==> src/rtl/ex_stage_pkg.sv <==
// Shared definitions for the execution stage: sequencer FSM state encodings
// and functional-unit index constants.
package ex_stage_pkg;

    // Sequencer FSM states
    typedef enum logic [1:0] {
        ST_IDLE = 2'd0,  // accepting instructions
        ST_WAIT = 2'd1,  // multi-cycle unit in flight
        ST_HOLD = 2'd2   // multi-cycle result parked while memory stalls
    } seq_state_t;

    // Functional-unit slot assignments
    localparam int FU_ALU = 0;
    localparam int FU_MDU = 1;
    localparam int FU_BMU = 2;
    localparam int FU_CSR = 3;

endpackage

==> src/rtl/fu_result_mux.sv <==
// NUM_FU:1 selector picking one XLEN-wide unit result out of a flat bus.
// An out-of-range select yields zero.
module fu_result_mux #(
    parameter int XLEN   = 32,
    parameter int NUM_FU = 4,
    parameter int SEL_W  = $clog2(NUM_FU)
) (
    input  logic [NUM_FU*XLEN-1:0] data,
    input  logic [SEL_W-1:0]       sel,
    output logic [XLEN-1:0]        result
);

    logic [XLEN-1:0] lane [NUM_FU];

    generate
        for (genvar gi = 0; gi < NUM_FU; gi++) begin : g_lane
            assign lane[gi] = data[gi*XLEN +: XLEN];
        end
    endgenerate

    // Select the addressed lane; unmatched selects fall through to zero
    always_comb begin
        result = '0;
        for (int i = 0; i < NUM_FU; i++) begin
            if (sel == SEL_W'(i)) begin
                result = lane[i];
            end
        end
    end

endmodule

==> src/rtl/ex_fu_sequencer.sv <==
// Execution-stage result sequencer and EX/MEM register.
// Dispatches to single-cycle (combinational) or multi-cycle (start/done)
// units, drives the upstream stall, and inserts bubbles.
// Optional watchdog on multi-cycle units: define FU_TIMEOUT_EN.
module ex_fu_sequencer
    import ex_stage_pkg::*;
#(
    parameter int                XLEN        = 32,
    parameter int                NUM_FU      = 4,
    parameter logic [NUM_FU-1:0] MC_MASK     = 4'b0010,
    parameter int                CTRL_W      = 8,
    parameter int                TIMEOUT_CYC = 64
) (
    input  logic                       clk_i,
    input  logic                       rst_i,
    input  logic                       busywait_i,
    input  logic                       flush_i,
    input  logic                       in_valid_i,
    input  logic [$clog2(NUM_FU)-1:0]  in_fu_sel_i,
    input  logic [4:0]                 in_rd_i,
    input  logic [XLEN-1:0]            in_pc_i,
    input  logic [1:0]                 in_wb_sel_i,
    input  logic [CTRL_W-1:0]          in_ctrl_i,
    input  logic [NUM_FU*XLEN-1:0]     fu_result_i,
    input  logic [NUM_FU-1:0]          fu_done_i,
    output logic [NUM_FU-1:0]          fu_start_o,
    output logic [NUM_FU-1:0]          fu_abort_o,
    output logic                       stall_o,
    output logic                       fu_timeout_o,
    output logic                       out_valid_o,
    output logic [4:0]                 out_rd_o,
    output logic [XLEN-1:0]            out_pc_o,
    output logic [1:0]                 out_wb_sel_o,
    output logic [CTRL_W-1:0]          out_ctrl_o,
    output logic [XLEN-1:0]            out_result_o
);

    localparam int SEL_W = $clog2(NUM_FU);

    seq_state_t          state_reg, state_next;
    logic [SEL_W-1:0]    sel_reg, sel_next;
    logic [XLEN-1:0]     hold_reg, hold_next;

    logic                out_valid_reg, out_valid_next;
    logic [4:0]          out_rd_reg, out_rd_next;
    logic [XLEN-1:0]     out_pc_reg, out_pc_next;
    logic [1:0]          out_wb_sel_reg, out_wb_sel_next;
    logic [CTRL_W-1:0]   out_ctrl_reg, out_ctrl_next;
    logic [XLEN-1:0]     out_result_reg, out_result_next;

    logic [XLEN-1:0]     live_result;
    logic [XLEN-1:0]     held_result;
    logic [NUM_FU-1:0]   onehot_in;
    logic [NUM_FU-1:0]   onehot_q;
    logic                in_range;
    logic                in_is_mc;
    logic                done_q;
    logic                timeout_hit;

    // Result from the unit addressed by the incoming instruction
    fu_result_mux #(.XLEN(XLEN), .NUM_FU(NUM_FU), .SEL_W(SEL_W)) u_live_mux (
        .data   (fu_result_i),
        .sel    (in_fu_sel_i),
        .result (live_result)
    );

    // Result from the multi-cycle unit currently in flight
    fu_result_mux #(.XLEN(XLEN), .NUM_FU(NUM_FU), .SEL_W(SEL_W)) u_held_mux (
        .data   (fu_result_i),
        .sel    (sel_reg),
        .result (held_result)
    );

    generate
        for (genvar gi = 0; gi < NUM_FU; gi++) begin : g_onehot
            assign onehot_in[gi] = (in_fu_sel_i == SEL_W'(gi));
            assign onehot_q[gi]  = (sel_reg == SEL_W'(gi));
        end
    endgenerate

    assign in_range = (int'(in_fu_sel_i) < NUM_FU);
    assign in_is_mc = in_range && MC_MASK[in_fu_sel_i];
    assign done_q   = fu_done_i[sel_reg];

`ifdef FU_TIMEOUT_EN
    localparam int CNT_W = $clog2(TIMEOUT_CYC + 1);
    logic [CNT_W-1:0] count_reg;

    // Counts consecutive WAIT cycles; restarts on every entry and exit
    always_ff @(posedge clk_i) begin
        if (rst_i) begin
            count_reg <= '0;
        end else if ((state_reg == ST_WAIT) && (state_next == ST_WAIT)) begin
            count_reg <= count_reg + 1'b1;
        end else begin
            count_reg <= '0;
        end
    end

    assign timeout_hit = (state_reg == ST_WAIT) && !done_q &&
                         (count_reg == CNT_W'(TIMEOUT_CYC - 1));
`else
    logic unused_timeout_cfg;
    assign unused_timeout_cfg = (TIMEOUT_CYC == 0);
    assign timeout_hit        = 1'b0;
`endif

    // FSM and EX/MEM register state update
    always_ff @(posedge clk_i) begin
        if (rst_i) begin
            state_reg      <= ST_IDLE;
            sel_reg        <= '0;
            hold_reg       <= '0;
            out_valid_reg  <= 1'b0;
            out_rd_reg     <= '0;
            out_pc_reg     <= '0;
            out_wb_sel_reg <= '0;
            out_ctrl_reg   <= '0;
            out_result_reg <= '0;
        end else begin
            state_reg      <= state_next;
            sel_reg        <= sel_next;
            hold_reg       <= hold_next;
            out_valid_reg  <= out_valid_next;
            out_rd_reg     <= out_rd_next;
            out_pc_reg     <= out_pc_next;
            out_wb_sel_reg <= out_wb_sel_next;
            out_ctrl_reg   <= out_ctrl_next;
            out_result_reg <= out_result_next;
        end
    end

    // Next-state, EX/MEM next contents, and handshake/stall outputs
    always_comb begin
        state_next      = state_reg;
        sel_next        = sel_reg;
        hold_next       = hold_reg;
        out_valid_next  = out_valid_reg;
        out_rd_next     = out_rd_reg;
        out_pc_next     = out_pc_reg;
        out_wb_sel_next = out_wb_sel_reg;
        out_ctrl_next   = out_ctrl_reg;
        out_result_next = out_result_reg;
        fu_start_o      = '0;
        fu_abort_o      = '0;
        stall_o         = 1'b0;
        fu_timeout_o    = 1'b0;

        if (flush_i) begin
            // Flush wins over memory stall: clear EX/MEM and cancel any in-flight unit
            out_valid_next  = 1'b0;
            out_rd_next     = '0;
            out_pc_next     = '0;
            out_wb_sel_next = '0;
            out_ctrl_next   = '0;
            out_result_next = '0;
            if (state_reg != ST_IDLE) begin
                fu_abort_o = onehot_q;
            end
            state_next = ST_IDLE;
        end else begin
            case (state_reg)
                ST_IDLE: begin
                    if (!busywait_i) begin
                        if (in_valid_i && in_is_mc) begin
                            fu_start_o      = onehot_in;
                            stall_o         = 1'b1;
                            sel_next        = in_fu_sel_i;
                            state_next      = ST_WAIT;
                            out_valid_next  = 1'b0;
                            out_rd_next     = '0;
                            out_pc_next     = '0;
                            out_wb_sel_next = '0;
                            out_ctrl_next   = '0;
                            out_result_next = '0;
                        end else if (in_valid_i && in_range) begin
                            out_valid_next  = 1'b1;
                            out_rd_next     = in_rd_i;
                            out_pc_next     = in_pc_i;
                            out_wb_sel_next = in_wb_sel_i;
                            out_ctrl_next   = in_ctrl_i;
                            out_result_next = live_result;
                        end else begin
                            out_valid_next  = 1'b0;
                            out_rd_next     = '0;
                            out_pc_next     = '0;
                            out_wb_sel_next = '0;
                            out_ctrl_next   = '0;
                            out_result_next = '0;
                        end
                    end
                end

                ST_WAIT: begin
                    // in_* are held stable upstream, so they still describe this op
                    if (done_q && !busywait_i) begin
                        out_valid_next  = 1'b1;
                        out_rd_next     = in_rd_i;
                        out_pc_next     = in_pc_i;
                        out_wb_sel_next = in_wb_sel_i;
                        out_ctrl_next   = in_ctrl_i;
                        out_result_next = held_result;
                        state_next      = ST_IDLE;
                    end else if (done_q) begin
                        stall_o    = 1'b1;
                        hold_next  = held_result;
                        state_next = ST_HOLD;
                    end else begin
                        stall_o = 1'b1;
                        if (timeout_hit) begin
                            fu_abort_o   = onehot_q;
                            fu_timeout_o = 1'b1;
                            state_next   = ST_IDLE;
                        end
                        if (!busywait_i) begin
                            out_valid_next  = 1'b0;
                            out_rd_next     = '0;
                            out_pc_next     = '0;
                            out_wb_sel_next = '0;
                            out_ctrl_next   = '0;
                            out_result_next = '0;
                        end
                    end
                end

                ST_HOLD: begin
                    // Stall drops on the release edge so upstream advances exactly once
                    stall_o = busywait_i;
                    if (!busywait_i) begin
                        out_valid_next  = 1'b1;
                        out_rd_next     = in_rd_i;
                        out_pc_next     = in_pc_i;
                        out_wb_sel_next = in_wb_sel_i;
                        out_ctrl_next   = in_ctrl_i;
                        out_result_next = hold_reg;
                        state_next      = ST_IDLE;
                    end
                end

                default: begin
                    state_next = ST_IDLE;
                end
            endcase
        end
    end

    assign out_valid_o  = out_valid_reg;
    assign out_rd_o     = out_rd_reg;
    assign out_pc_o     = out_pc_reg;
    assign out_wb_sel_o = out_wb_sel_reg;
    assign out_ctrl_o   = out_ctrl_reg;
    assign out_result_o = out_result_reg;

endmodule

==> config.mk <==
export PLATFORM = sky130hd
export DESIGN_NAME = ex_fu_sequencer
export DESIGN_NICKNAME = d
export VERILOG_FILES = /design/src/rtl/ex_stage_pkg.sv /design/src/rtl/fu_result_mux.sv /design/src/rtl/ex_fu_sequencer.sv
export SDC_FILE = /design/constraint.sdc
export NUM_CORES = 1
export LEC_CHECK = 0
export CORE_MARGIN = 3
export CORE_UTILIZATION = 40
export CTS_CLUSTER_DIAMETER = 40
export DETAILED_ROUTE_END_ITERATION = 6
export HOLD_SLACK_MARGIN = 0.12
export PLACE_DENSITY = 0.81
export SLEW_MARGIN = 25
export SYNTH_ARGS = -nofsm -noshare
export SYNTH_HDL_FRONTEND = slang
export SYNTH_HIERARCHICAL = 1
export SYNTH_SLANG_ARGS = --single-unit
==> constraint.sdc <==
create_clock -name clk_i -period 4.2 [get_ports clk_i]
set_input_delay 0.42 -clock clk_i [delete_from_list [all_inputs] [get_ports clk_i]]
set_output_delay 0.42 -clock clk_i [all_outputs]
set_load 0.005 [all_outputs]
# Word-level counts from Yosys, hierarchy flattened
# Index checks and enable logic that the tools add are counted.
# classes
n_bitwise	3
reduce_logical	13
order_cmp	2
eq_ne	14
n_mux	74
# ops
operator	n
$mux W32	20
$pmux W32 S3	2
$mux W8	7
$mux W5	7
$mux W4	6
$pmux W8 S3	1
$mux W2	11
$pmux W5 S3	1
$mux W1	13
$pmux W2 S3	2
$reduce_and A4 Y1	3
$eq A2 B2 Y1 const B	5
$ne A3 B3 Y1 const B	3
$eq A2 B1 Y1 const B	3
$logic_not A2 Y1	3
$lt A2 B3 Y1 const B	2
$ne A2 B2 Y1 const B	3
$pmux W1 S3	2
$reduce_and A5 Y1	1
$bmux W1 S2	2
$not A1 Y1	3
$reduce_bool A3 Y1	1
$logic_and A1 B1 Y1	2
$reduce_bool A2 Y1	1
other kinds (2)	2
# word_totals
inputBits	186
output_inout_bits	90
elab_cells	115
reg_bits	116

# Logic depth before layout (Yosys ltp)
# Gate-level depths: netlist of run 1.
# logic_depth
word_depth	9
mapped_depth	8
mapped_depth_nobuf	6

# Modules after synthesis
# The synthesis of run 1 kept the hierarchy.
# modules_own_cells
mod	area_per_inst_um2	instances	cells_each	seq_area_each_um2
ex_fu_sequencer	5116.2	1	559	2322.2
fu_result_mux	814.5	2	39	0.0

# Worst setup path before layout of run 1
# OpenSTA, ideal clock, no wires.
# synth_timing
path_kind	flip-flop to flip-flop
startpoint	register state_reg[0]
endpoint	register out_ctrl_reg[7] (netlist: out_ctrl_o[7])
stages_incl_launch_ff	9
path_buffers	2
synth_period_minus_slack_ns	1.969
setup_ns	0.147
arrival_time_ns	1.823
setup_slack_ns	2.231
required_time_ns	4.053
path_cell_list	dfxtp_1 -> inv_1 -> ha_1 -> or3_1 -> and2_1 -> nand2_1 -> buf_2 -> buf_4 -> a311oi_2
# synth_between
elab_chain_len	3
elab_cells_between_ends	10
classes_between	eq/ne (6); mux (1); reduce/logical (3)
# synth_lines
element	line	source
start, declared	ex_fu_sequencer.sv:40	seq_state_t state_reg, state_next;
start signal, assigned	ex_fu_sequencer.sv:121	state_reg <= state_next;
$eq A2 B1 Y1 (tied with other cells)	ex_fu_sequencer.sv:162	case (state_reg)
$ne A3 B3 Y1 (no source line) (tied with other cells)	--	
$reduce_and A5 Y1 (no source line)	--	
end signal, assigned	ex_fu_sequencer.sv:128	out_ctrl_reg <= out_ctrl_next;
end, declared	ex_fu_sequencer.sv:48	logic [CTRL_W-1:0] out_ctrl_reg, out_ctrl_next;
# Parallel ways exist; a longest one is shown, timed or not.
# A chain may end at the register's enable or synchronous reset.

# Worst setup path after layout of run 1
# layout_timing
startpoint	input port busywait_i
endpoint	output port stall_o
# layout_between
elab_chain_len	5
elab_cells_between_ends	6
classes_between	mux (4); reduce/logical (2)
# layout_lines
element	line	source
start, declared	ex_fu_sequencer.sv:16	input logic busywait_i,
$logic_not A1 Y1	--	
$logic_and A1 B1 Y1	ex_fu_sequencer.sv:196	if (done_q && !busywait_i) begin
$mux W1	ex_fu_sequencer.sv:196	
$pmux W1 S3 (*)	ex_fu_sequencer.sv:162	
$mux W1 (*)	ex_fu_sequencer.sv:149	if (flush_i) begin
end, declared	ex_fu_sequencer.sv:28	output logic stall_o,
# Mark *: on every way between the ends. The rest lies on a longest branch, timed or not.

==> results.sh, run 1 <==
export IMPL_hpwlAfterDp_mm=15.06
export IMPL_dieWidth_um=135.9
export IMPL_postRouteAntennaNets=0
export IMPL_p_leak_nw=3.233
export IMPL_ys_seq_area_frac=0.3443
export IMPL_grt_pass1_wl_mm=33.76
export IMPL_synth_top_family_by_area="multiplexers"
export IMPL_synth_most_common_cell="dfxtp_1"
export IMPL_nFillCells=1289
export IMPL_setup_viol=0
export IMPL_route_detailed_drc=0
export IMPL_tritoncts="done"
export IMPL_avgSynthCellArea_um2=10.59
export IMPL_synth_main_ff_cell="dfxtp_1"
export IMPL_clock_skew_ns=0.009860
export IMPL_hold_buffers=0
export IMPL_critPathKind="input port to output pin"
export IMPL_worstSkewPairLatency_ns=0.41
export IMPL_place_gp_congestion=0.8187
export IMPL_synth_fa_ha_area_frac=0.007420
export IMPL_synthTopCellsByCount="116 x dfxtp_1, 83 x nand2_1, 82 x a21oi_1"
export IMPL_io_buffers=271
export IMPL_power_density_mw_per_mm2=321.4
export IMPL_syn_inst=637
export IMPL_viasPerCell=5.781
export IMPL_critical_path_arrival_ns=2.87
export IMPL_yosys_area_share_simple=0.08959
export IMPL_synth_cell_type_count=42
export IMPL_drt_wl_total_mm=21.69
export IMPL_ctsRootBufferMaster="clkbuf_16"
export IMPL_die_h_um=135.9
export IMPL_pre_cts_ws_ns=1.010
export IMPL_ys_ff_latch=116
export IMPL_synth_area_leaders="dfxtp_1 34%, mux4_2 20%, a21oi_1 6.1%"
export IMPL_tightest_slew_ns=0.9440
export IMPL_rsz0062_at_grt="no"
export IMPL_post_drt_wl_per_cell_um=19.76
export IMPL_setup_tns_ns=0
export IMPL_fmax_ghz=0.3036
export IMPL_slew_headroom=0.3707
export IMPL_cts_resized=0
export IMPL_ys_async_sr_fraction=0
export IMPL_grt_pass1_vias=6566
export IMPL_drt_iter0_drc=425
export IMPL_cp_start_kind="input port"
export IMPL_synth_compound_area_frac=0.2193
export IMPL_num_antenna_cells=0
export IMPL_first_pass_iters=5
export IMPL_rows=46
export IMPL_seq_area_mm2=0.002325
export IMPL_area_growth_pct=49.75
export IMPL_layout_drive_gt1_share=0.1587
export IMPL_min_path_type="input port to register"
export IMPL_ios=276
export IMPL_hold_viol_final=0
export IMPL_muxShareOfSynthArea=0.2708
export IMPL_holdWs_ns=0.4351
export IMPL_antenna_found_initial=2
export IMPL_overflow=0
export IMPL_cap_violations=0
export IMPL_synth_top_cell_area_share=0.3443
export IMPL_peakVddDrop_mv=0.2542
export IMPL_path_max_fanout=9
export IMPL_core_area_mm2=0.01617
export IMPL_synth_top_cell_by_area="dfxtp_1"
export IMPL_nets=1061
export IMPL_cts_setup_buffers=0
export IMPL_netlist_area_mm2=0.006745
export IMPL_fin_crit_sh=0.7843
export IMPL_synth_xor_area_frac=0
export IMPL_grt_usage=0.2328
export IMPL_synth_edf_count=0
export IMPL_end_kind="output pin"
export IMPL_cts_clk_slew_worst_paths_ns=0.05
export IMPL_multi_input_area_mm2=0.004019
export IMPL_vias=6348
export IMPL_htreeDepth=4
export IMPL_dieArea_mm2=0.01846
export IMPL_cts_path_max_buffers=2
export IMPL_clock_sinks=116
export IMPL_min_period_ns=3.294
export IMPL_grt_max_degree=97
export IMPL_required_ns=3.78
export IMPL_synth_warnings=6
export IMPL_initial_core_util=0.4171
export IMPL_layout_setup_ws_ns=0.9058
export IMPL_outcome="finished, final reports clean"
export IMPL_cts_buffers=17
export IMPL_final_max_slew_viol_count=0
per-layer routing:
layer | part of all wire | GRT usage | wire (um)
met1 | 0.38 | 0.2678 | 8351
met2 | 0.51 | 0.4007 | 10960
met3 | 0.084 | 0.08179 | 1828
met4 | 0.025 | 0.08567 | 537
met5 | 0.00074 | 0 | 16
final timing paths:
check / cells after the start / to / from / slack, ns
min reg2reg: 2 / hold_reg[29]$_SDFFE_PP0P_ / hold_reg[29]$_SDFFE_PP0P_ / 0.49
max: 5 / stall_o / busywait_i / 0.91
min: 4 / state_reg[0]$_SDFFE_PP0P_ / in_fu_sel_i[1] / 0.44
max reg2reg: 7 / out_pc_o[13]$_SDFFE_PP0P_ / sel_reg[0]$_SDFFE_PP0P_ / 1.25
critical path, stage by stage:
cell and delay, ns:
clkdlybuf4s50_1 0.56, nor4bb_1 0.63, nand2_1 0.17, a311oi_1 0.48, clkdlybuf4s50_1 0.60
layout by cell type, fill, tap and decap left out, drive strengths merged, types with 3 or more instances in the layout:
cell and count:
a311oi 48, dfxtp 116, a21oi 82, a221oi 32, clkbuf 21, buf 16, o21ai 33, mux4 65
nor2 34, bufinv 5, inv 3, conb 4, ha 4, nor4bb 3, mux2i 34, nand2 84
clkdlybuf4s50 269, nand2b 3
kinds of logic after synthesis:
kind of cell	count (synthesis)
AO/OA/AOI/OAI	203
AND/OR/NAND/NOR	138
flip-flops	116
multiplexers	99
buffers and inverters	76
adder cells (fa/ha/maj)	4
other	1
stage by stage:
| stage | instance area (um2) | util | std cells | power [mW] |
|---|---|---|---|---|
| after detailed placement | 9445 | 0.5840 | 1068 | 1.656 |
| final | 10100 | 0.6246 | 1098 | 3.247 |
| after floorplan | 6756 | - | 640 | 1.391 |
| after global placement | 9440 | 0.5837 | 1068 | 1.648 |
| after CTS | 10100 | 0.6246 | 1098 | 3.273 |
| after global routing | 10100 | 0.6246 | 1098 | 3.356 |
report_power, final:
| part | switching [mW] | total (mW) | internal [mW] |
|---|---|---|---|
| registers | 0.0127 | 1.13 | 1.12 |
| clock network | 0.507 | 1.61 | 1.11 |
| logic | 0.195 | 0.499 | 0.303 |
| total | 0.715 | 3.25 | 2.53 |
final cells by class:
class | count | share of cell area
well taps | 216 | 0.02676
repair buffers | 285 | 0.2792
clock inverters | 9 | 0.01734
flip-flops and latches | 116 | 0.2302
inverters | 3 | 0.001115
multi-input cells | 448 | 0.3979
clock buffers | 21 | 0.04757
Power figures use the tool's default switching activity.
==> run 2: changes to the inputs <==
- PLACE_DENSITY: 0.81 -> 0.84
- clock period: 4.2 -> 3 ns (I/O delays scaled with it)
==> results.sh, run 2 (synthesized netlist as in run 1, its figures left out) <==
export IMPL_postRouteAntennaNets=0
export IMPL_antenna_found_initial=1
export IMPL_die_h_um=135.9
export IMPL_hold_viol_final=0
export IMPL_dp_cells=1075
export IMPL_layout_commonest_cell="clkdlybuf4s50_1"
export IMPL_layout_drive_gt1_share=0.1672
export IMPL_setup_tns_ns=0
export IMPL_power_share_switching=0.2266
export IMPL_rsz0062_at_grt="no"
export IMPL_grt_pass1_vias=6467
export IMPL_combinationalPowerShare=0.157
export IMPL_htreeDepth=4
export IMPL_hpwlAfterDp_mm=14.90
export IMPL_initial_core_util=0.4171
export IMPL_rows=46
export IMPL_most_common_layout_cells="269 x clkdlybuf4s50_1, 114 x dfxtp_1, 82 x nand2_1, 82 x a21oi_1, 61 x mux4_2"
export IMPL_overflow=0
export IMPL_cts_resized=0
export IMPL_timing_rr_end="out_pc_o[9]$_SDFFE_PP0P_"
export IMPL_vias=6367
export IMPL_p_seq_frac=0.351
export IMPL_whs_endpoint="state_reg[0]$_SDFFE_PP0P_"
export IMPL_switching_power_mw=1.024
export IMPL_nets=1068
export IMPL_grt_usage=0.2280
export IMPL_required_ns=2.70
export IMPL_cp_startpoint="sel_reg[0]$_SDFFE_PP0P_"
export IMPL_drt_wl_total_mm=21.12
export IMPL_cp_start_kind="register"
export IMPL_place_gp_congestion=0.7658
export IMPL_min_from="in_fu_sel_i[1]"
export IMPL_cap_violations=0
export IMPL_r2r_slack_ns=0.54
export IMPL_critical_path_arrival_ns=2.43
export IMPL_fmax_ghz=0.3666
export IMPL_area_growth_pct=50.90
export IMPL_critPathKind="register to output pin"
export IMPL_core_area_mm2=0.01617
export IMPL_min_path_type="input port to register"
export IMPL_dieArea_mm2=0.01846
export IMPL_clock_sinks=116
export IMPL_timing_rr_start="state_reg[0]$_SDFFE_PP0P_"
export IMPL_clkPwrFrac=0.491
export IMPL_hold_buffers=0
export IMPL_p_int_mw=3.497
export IMPL_min_period_ns=2.728
export IMPL_tightest_slew_ns=0.8722
export IMPL_drt_iter0_drc=283
export IMPL_hold_depth=4
export IMPL_post_drt_wl_per_cell_um=19.08
export IMPL_first_pass_iters=5
export IMPL_tritoncts="done"
export IMPL_peakVddDrop_mv=0.3726
export IMPL_path_max_fanout=4
export IMPL_num_antenna_cells=0
export IMPL_slew_headroom=0.4179
export IMPL_final_max_slew_viol_count=0
export IMPL_setup_viol=0
export IMPL_cts_clk_slew_worst_paths_ns=0.05
export IMPL_worstSkewPairLatency_ns=0.41
export IMPL_grt_max_degree=51
export IMPL_end_kind="output pin"
export IMPL_cts_buffers=17
export IMPL_fin_crit_sh=0.9092
export IMPL_stdcell_count=1107
export IMPL_p_leak_nw=3.282
export IMPL_power_density_mw_per_mm2=444.2
export IMPL_cts_path_max_buffers=2
export IMPL_io_buffers=271
export IMPL_dieWidth_um=135.9
export IMPL_ios=276
export IMPL_route_detailed_drc=0
export IMPL_viasPerCell=5.752
export IMPL_clock_skew_ns=0.008708
export IMPL_ctsRootBufferMaster="clkbuf_16"
export IMPL_outcome="finished, final reports clean"
export IMPL_reg2regPathDepth=6
export IMPL_cts_setup_buffers=0
export IMPL_grt_pass1_wl_mm=33.09
run 2: cell types whose count changed in the layout (fill, tap and decap cells not counted):
cell / before / now
buf_12: 1 / 4
buf_4: 13 / 17
clkbuf_8: 4 / 1
clkinv_2: 2 / 5
clkinv_4: 0 / 3
clkinvlp_4: 2 / 1
nand2_2: 0 / 1
nand2_4: 2 / 1
run 2: worst max path at each step:
stage	depth (start not counted)	endpoint
2_1_floorplan	8	out_ctrl_o[7]$_SDFFE_PP0P_
3_3_place_gp	5	stall_o
3_5_place_dp	5	stall_o
4_1_cts	4	stall_o
5_1_grt	4	stall_o
6_report	4	stall_o
run 2: final cells by class:
| cell class | count | area, um2 |
|---|---|---|
| Clock inverter | 14 | 209.0 |
| Multi-Input combinational cell | 448 | 4014 |
| Tap cell | 216 | 270.3 |
| Inverter | 3 | 11.26 |
| Fill cell | 1298 | 5995 |
| Sequential cell | 116 | 2325 |
| Clock buffer | 18 | 439.2 |
| Timing Repair Buffer | 292 | 2910 |
run 2: worst max-delay path, stage by stage, from the launching register on:
cell,delay (ns)
dfxtp_2,0.38
mux4_2,0.54
nand2b_1,0.21
a311oi_1,0.28
clkdlybuf4s50_1,0.61
run 2: stage by stage:
stage / worst slack, ns / power (mW) / utilization / hold slack, ns / area [um2]
detailed placement: 0.3531 / 2.332 / 0.5893 / 0.4756 / 9530
finish: 0.2723 / 4.521 / 0.6294 / 0.3469 / 10180
CTS: 0.2369 / 4.559 / 0.6294 / 0.3147 / 10180
global route: 0.1243 / 4.678 / 0.6294 / 0.3535 / 10180
floorplan: 1.031 / 1.947 / - / 0.4519 / 6756
global placement: 0.3784 / 2.319 / 0.5893 / 0.4727 / 9530
run 2: per-layer routing:
layer | global-route usage | vias to the layer above | routed length, um
met4 | 0.08399 | 2 | 531
met5 | 0 | - | 12
li1 | - | 2971 | -
met1 | 0.2594 | 3067 | 7917
met2 | 0.3957 | 291 | 10780
met3 | 0.07957 | 36 | 1887
run 2: power groups by stage:
stage | Sequential, mW | Clock (mW) | Combinational [mW]
floorplan | 1.62 | 0 | 0.326
global placement | 1.62 | 0 | 0.700
detailed placement | 1.62 | 0 | 0.712
CTS | 1.59 | 2.26 | 0.715
global route | 1.59 | 2.32 | 0.765
finish | 1.59 | 2.22 | 0.711
==> run 3: changes to the inputs <==
- CAP_MARGIN: not set -> 10
==> results of run 3 <==
The final DEF is identical to that of run 2; final timing and power are the same.
